### src/rtl/led_pattern_gen.sv
`default_nettype none
// ============================================================================
// Module  : led_pattern_gen
// Brief   : Parametrised status-LED pattern generator (binary/Gray/scan/PWM).
// Revision: 1.0 - initial release
// ============================================================================
module led_pattern_gen #(
    parameter int N_LEDS    = 4,
    parameter int LOG2DELAY = 21,
    parameter int PWM_BITS  = 4
) (
    input  logic              clki,
    input  logic              rst,
    input  logic [1:0]        mode,
    output logic [N_LEDS-1:0] led,
    output logic              step,
    output logic [1:0]        mode_q
);

    localparam logic [1:0] c_MODE_BIN  = 2'd0;
    localparam logic [1:0] c_MODE_GRAY = 2'd1;
    localparam logic [1:0] c_MODE_SCAN = 2'd2;
    localparam logic [1:0] c_MODE_BRTH = 2'd3;

    // A single LED still needs a 1-bit position register.
    localparam int                   c_POS_W    = (N_LEDS > 1) ? $clog2(N_LEDS) : 1;
    localparam logic [c_POS_W-1:0]   c_POS_MAX  = c_POS_W'(N_LEDS - 1);
    localparam logic [PWM_BITS-1:0]  c_DUTY_MAX = '1;

    logic [LOG2DELAY-1:0] r_pre;
    logic [PWM_BITS-1:0]  r_pwm;
    logic [N_LEDS-1:0]    r_cnt;
    logic [c_POS_W-1:0]   r_pos;
    logic                 r_dir;
    logic [PWM_BITS-1:0]  r_duty;
    logic                 r_ddir;
    logic [1:0]           r_mode_q;
    logic [N_LEDS-1:0]    r_led;

    logic                 w_step;
    logic [c_POS_W-1:0]   w_pos_inc;
    logic [c_POS_W-1:0]   w_pos_dec;
    logic [PWM_BITS-1:0]  w_duty_inc;
    logic [PWM_BITS-1:0]  w_duty_dec;

    assign w_step     = &r_pre;
    assign w_pos_inc  = r_pos + c_POS_W'(1);
    assign w_pos_dec  = r_pos - c_POS_W'(1);
    assign w_duty_inc = r_duty + PWM_BITS'(1);
    assign w_duty_dec = r_duty - PWM_BITS'(1);

    always_ff @(posedge clki or posedge rst) begin
        if (rst) begin
            r_pre <= '0;
            r_pwm <= '0;
        end else begin
            r_pre <= r_pre + LOG2DELAY'(1);
            r_pwm <= r_pwm + PWM_BITS'(1);
        end
    end

    // A mode request is only honoured on a step edge; that edge restarts the pattern.
    always_ff @(posedge clki or posedge rst) begin
        if (rst) begin
            r_mode_q <= c_MODE_BIN;
            r_cnt    <= '0;
            r_pos    <= '0;
            r_dir    <= 1'b0;
            r_duty   <= '0;
            r_ddir   <= 1'b0;
        end else if (w_step) begin
            if (mode != r_mode_q) begin
                r_mode_q <= mode;
                r_cnt    <= '0;
                r_pos    <= '0;
                r_dir    <= 1'b0;
                r_duty   <= '0;
                r_ddir   <= 1'b0;
            end else begin
                case (r_mode_q)
                    c_MODE_BIN, c_MODE_GRAY: begin
                        r_cnt <= r_cnt + N_LEDS'(1);
                    end
                    c_MODE_SCAN: begin
                        if (N_LEDS > 1) begin
                            if (!r_dir) begin
                                r_pos <= w_pos_inc;
                                if (w_pos_inc == c_POS_MAX) r_dir <= 1'b1;
                            end else begin
                                r_pos <= w_pos_dec;
                                if (w_pos_dec == '0) r_dir <= 1'b0;
                            end
                        end
                    end
                    c_MODE_BRTH: begin
                        if (!r_ddir) begin
                            r_duty <= w_duty_inc;
                            if (w_duty_inc == c_DUTY_MAX) r_ddir <= 1'b1;
                        end else begin
                            r_duty <= w_duty_dec;
                            if (w_duty_dec == '0) r_ddir <= 1'b0;
                        end
                    end
                    default: ;
                endcase
            end
        end
    end

    always_ff @(posedge clki or posedge rst) begin
        if (rst) begin
            r_led <= '0;
        end else begin
            case (r_mode_q)
                c_MODE_BIN:  r_led <= r_cnt;
                c_MODE_GRAY: r_led <= r_cnt ^ (r_cnt >> 1);
                c_MODE_SCAN: r_led <= N_LEDS'(1) << r_pos;
                c_MODE_BRTH: r_led <= {N_LEDS{(r_pwm < r_duty)}};
                default:     r_led <= '0;
            endcase
        end
    end

    assign led    = r_led;
    assign step   = w_step;
    assign mode_q = r_mode_q;

endmodule
`default_nettype wire

### config.mk
export PLATFORM = sky130hd
export DESIGN_NAME = led_pattern_gen
export DESIGN_NICKNAME = d
export VERILOG_FILES = /design/src/rtl/led_pattern_gen.sv
export SDC_FILE = /design/constraint.sdc
export NUM_CORES = 1
export LEC_CHECK = 0
export BUFFER_PORTS_ARGS = -buffer_cell sky130_fd_sc_hd__buf_2
export CORE_MARGIN = 2
export CORE_UTILIZATION = 46
export CTS_CLUSTER_SIZE = 12
export DETAILED_ROUTE_END_ITERATION = 10
export GPL_ROUTABILITY_DRIVEN = 0
export PLACE_DENSITY = 0.65
export SETUP_SLACK_MARGIN = 0.5
export SLEW_MARGIN = 0
export SYNTH_ARGS = -nofsm -noshare
export SYNTH_HDL_FRONTEND = slang
export SYNTH_SLANG_ARGS = --single-unit
### constraint.sdc
create_clock -name clki -period 2.4 [get_ports clki]
set_input_delay 0.48 -clock clki [delete_from_list [all_inputs] [get_ports clki]]
set_output_delay 0.48 -clock clki [all_outputs]
set_load 0.005 [all_outputs]
# After elaboration in Yosys (flattened, before gate mapping)
# Cells that the tools add are included.
# classes
n_shift,1
add_sub_neg,7
muxes,19
reduce_logical,12
n_bitwise,1
magnitude_cmp,1
eq_ne,6
# ops
cell,count
$reduce_and 22->1,4
$add 21x1->21 const B,1
$reduce_and 21->1,1
$mux 4,5
$pmux 4 s4,1
$add 4x1->4 const B,3
$mux 1,10
$eq 2x2->1 const B,3
$mux 2,3
$reduce_bool 2->1,3
$eq 4x4->1 const B,1
$logic_not 2->1,2
$logic_not 4->1,1
$lt 4x4->1,1
$shl 1x2->4 const A,1
$sub 4x1->4 const B,1
$xor 4x3->4,1
$add 2x1->2 const B,1
$eq 2x1->1 const B,1
$ne 2x2->1,1
$reduce_or 2->1,1
$sub 2x1->2 const B,1
# totals
output_inout_bits,7
input_bits,4
word_cells,56
ff_bits,43

# Longest topological paths before layout
# logic_depth
ltp_word,6
mapped_depth,7

# Worst setup path before layout
# OpenSTA, ideal clock, no wires.
# synth_path
path_kind,flip-flop to flip-flop
from,register r_duty[0]
to,register r_ddir
period_less_slack_ns,1.779
setup_ns,0.065
t_arrival_ns,1.715
t_required_ns,2.335
path_buffers,0
stages_incl_launch_ff,6
path_slack_ns,0.621
cell_sequence,dfrtp_1 ha_1 nand2b_1 or4_1 a2111oi_0 a211o_1
# synth_between
elab_chain_len,6
# synth_lines
element,line_no,source
start: declaration,35,logic [PWM_BITS-1:0] r_duty;
start signal: assignment,97,r_duty <= w_duty_inc;
start signal: assignment,100,r_duty <= w_duty_dec;
$add 4x1->4 / $sub 4x1->4 (equally long branches),"49, 50",
$eq 4x4->1 / $logic_not 4->1 (equally long branches),"98, 101",
"$mux 1, on equally long branches","98, 101",
$mux 1 (*),96,if (!r_ddir) begin
$mux 1 (*),80,case (r_mode_q)
$mux 1 (*),72,if (mode != r_mode_q) begin
end signal: assignment,70,r_ddir <= 1'b0;
end signal: assignment,98,if (w_duty_inc == c_DUTY_MAX) r_ddir <= 1'b1;
end signal: assignment,101,if (w_duty_dec == '0) r_ddir <= 1'b0;
end: declaration,36,logic r_ddir;
# Mark *: on every way between the ends. The rest lies on a longest branch, timed or not. The select of a mux whose other input is x is not followed.
# A chain may end at the register's enable or synchronous reset.

# Worst setup path after layout
# layout_path
from,register r_pre[0]
to,output step
# layout_between
elab_chain_len,1
# layout_lines
element,line_no,source
start: declaration,30,logic [LOG2DELAY-1:0] r_pre;
start signal: assignment,57,r_pre <= r_pre + LOG2DELAY'(1);
$reduce_and 21->1,46,assign w_step = &r_pre;
end: declaration,16,"output logic step,"
# Every way passes these cells.

==> impl_metrics.env <==
export IMPL_outcome="completed"
export IMPL_grt_util_all_layers=0.183
export IMPL_fin_total_pwr_mw=1.32
export IMPL_tightest_slew_ns=0.593
export IMPL_post_place_cells=303
export IMPL_die_area_um2=5690
export IMPL_setup_tns_ns=0
export IMPL_seq_power_share=0.560
export IMPL_relSlewSlack=0.602
export IMPL_grt_first_pass_wirelength_mm=7.90
export IMPL_mostFrequentLayoutCell="dfrtp_1"
export IMPL_critical_path_class="flop to output pin"
export IMPL_swShare=0.225
export IMPL_coreArea_um2=4820
export IMPL_worst_ep_required_time_ns=1.92
export IMPL_firstDrtPassIters=4
export IMPL_post_route_period_util=0.797
export IMPL_drtAntennaViolNets=0
export IMPL_critPathBufInv=2
export IMPL_wirelength_met1_mm=2.22
export IMPL_drv_cap=0
export IMPL_syn_nets=248
export IMPL_cp_max_fo=2
export IMPL_maxSlewViolCount=0
export IMPL_grt_max_degree=18
export IMPL_seq_area_frac_synth=0.458
export IMPL_wl_met3_um=116
export IMPL_cp_arrival_ns=1.43
export IMPL_wirelength_mm=4.53
export IMPL_slowest_delay_ns=0.37
export IMPL_rrSetupSlack_ns=0.51
export IMPL_hold_violations=0
export IMPL_ys_warn_count=0
export IMPL_cp_start_kind="flop"
export IMPL_synth_seq_cells=43
export IMPL_finalWorstSetupSlack_ns=0.487
export IMPL_netlist_area_um2=2350
export IMPL_die_w_um=75.4
export IMPL_drc=0
export IMPL_die_h_um=75.4
export IMPL_route_met2_wl_mm=2.10
export IMPL_whs_ns=0.174
export IMPL_most_common_layout_cells="dfrtp_1 (38), nand2_1 (20), buf_4 (20)"
export IMPL_worstReg2RegStart="r_duty[1]$_DFFE_PP0P_"
export IMPL_final_core_util=0.575
export IMPL_setup_violations=0
export IMPL_p_leak_nw=1.31
export IMPL_combPwrFrac=0.063
export IMPL_top_layer_used="met4"
export IMPL_power_density_nw_per_um2=477
export IMPL_worstSetupStartpoint="r_pre[0]$_DFF_PP0_"
export IMPL_max_clock_freq_mhz=523
export IMPL_synth_main_ff_cell="dfrtp_1"
export IMPL_synth_avg_cell_area_um2=10.3
export IMPL_p_switching_mw=0.297
export IMPL_clockBufferDepth=2
export IMPL_numCtsBuffers=5
export IMPL_synth_top_family_by_area="simple AND/OR/NAND/NOR gates"
export IMPL_final_cell_count_no_fill=327
export IMPL_h_tree_depth=2
export IMPL_antenna_found_initial=0
export IMPL_ioPinCount=11
export IMPL_cts_tree="built"
export IMPL_ys_types=46
export IMPL_final_area_um2=2770
export IMPL_rsz0062_at_grt="true"
export IMPL_root_buffer="clkbuf_8"
export IMPL_cpLargestDelayFamily="simple AND/OR/NAND/NOR gates"
export IMPL_drive_above_1_share=0.254
export IMPL_period_minus_slack_ns=1.91
export IMPL_pre_cts_slack_ns=0.450
export IMPL_diodes=0
export IMPL_via_count=1717
export IMPL_synth_simple_gate_area_share=0.207
export IMPL_syn_to_final_growth_pct=18.1
export IMPL_crit_slowest_cell="dfrtp_1"
export IMPL_synth_xor_area_frac=0.0933
export IMPL_initial_core_util=0.487
export IMPL_dp_final_hpwl_mm=3.12
export IMPL_viasPerCell=5.25
export IMPL_cts_sinks=43
export IMPL_internal_power_mw=1.02
export IMPL_synth_mux_area_fraction=0.0224
export IMPL_ys_async_sr_fraction=1.00
export IMPL_synth_compound_area_share=0.104
export IMPL_crit_chain="ha_2 > nand2_2 > nor2_4 > and3_4 > nand2_4 > inv_2 > buf_2"
export IMPL_peakVddDrop_uv=293
export IMPL_p_clk_frac=0.378
export IMPL_grt_pass1_vias=1714
export IMPL_clock_latency_ns=0.29
export IMPL_synth_edf_count=0
export IMPL_hold_class="primary input to async pin"
export IMPL_portBuffers=10
export IMPL_syn_inst=228
export IMPL_row_count=25
export IMPL_path_clk_slew_ns=0.08
export IMPL_finalClockSkew_ns=0.00317
export IMPL_place_area_um2=2490
export IMPL_post_drt_wl_per_cell_um=13.8
export IMPL_grt_ovfl_total=0
export IMPL_synthAdderAreaFrac=0.0853
export IMPL_finalNetCount=279
export IMPL_cp_end_kind="output pin"
export IMPL_drtIter0Drc=85
-- layer usage --
metal  vias up  global-route usage
met4         0              0.0760
met1       817               0.245
met5         -                   0
li1        866                   -
met2        26               0.290
met3         8              0.0410
-- final cells by class --
class,instances,area [µm²]
inverter,12,45.0
timing repair buffer,30,200
tap,67,83.8
clock inverter,1,7.51
multi-input combinational,167,1260
fill,425,2050
clock buffer,7,96.3
sequential,43,1080
-- state kept, by name, summed over array words and instances (netlist names) --
signal,count
r_pre,21
r_pwm,4
r_pos,2
r_cnt,4
led,4
r_dir,1
r_duty,4
r_ddir,1
mode_q,2
-- power by group through the flow --
stage	sequential (mW)	clock, mW	combinational, mW
detailed placement	0.754	0	0.0823
finish	0.739	0.499	0.0826
CTS	0.739	0.514	0.0826
floorplan	0.752	0	0.0569
global route	0.741	0.552	0.0960
global placement	0.754	0	0.0816
-- timing repair --
item / in CTS / in global routing
cloned: 0 / 0
resized for setup: 14 / 8
pin swaps: 5 / 3
hold buffers: 0 / 0
setup endpoints to repair: 2 / 6
buffers inserted: 10 / 6
-- worst register-to-register path: stages, from the launching register on --
cell,delay (ns)
dfrtp_2,0.46
ha_1,0.23
nand2b_1,0.16
or4_1,0.42
a2111oi_2,0.42
a211o_1,0.15
-- Yosys cell counts, types with 4 or more instances --
cell type / instances / area (µm²)
nand4_1: 5 / 31.3
xor2_1: 10 / 87.6
nand2_1: 23 / 86.3
and3_1: 6 / 37.5
a31oi_1: 6 / 37.5
dfrtp_1: 43 / 1080
o21ai_0: 8 / 40.0
nor2_1: 12 / 45.0
xnor2_1: 15 / 131
clkbuf_1: 4 / 15.0
inv_1: 12 / 45.0
nand3_1: 9 / 45.0
a21oi_1: 4 / 20.0
ha_1: 16 / 200
or3_1: 4 / 25.0
nor3_1: 4 / 20.0
-- path summary, 6_finish.rpt --
| check | to | cells past startpoint |
|---|---|---|
| worst min-delay path | r_pwm[1]$_DFF_PP0_ | 2 |
| worst max register to register | r_ddir$_DFFE_PP0P_ | 5 |
| worst max-delay path | step | 7 |
| min in group clki | r_pre[15]$_DFF_PP0_ | 1 |
| worst min register to register | r_pre[15]$_DFF_PP0_ | 1 |
| max in group asynchronous | mode_q[0]$_DFFE_PP0P_ | 3 |
-- cells by family after synthesis --
kind of cell    count (synthesis)
fa+ha+maj                      16
xor+xnor                       25
flops                          43
simple gates                   85
compound gates                 36
buf+inv                        18
mux                             5
(Power assumes the default switching activity.)
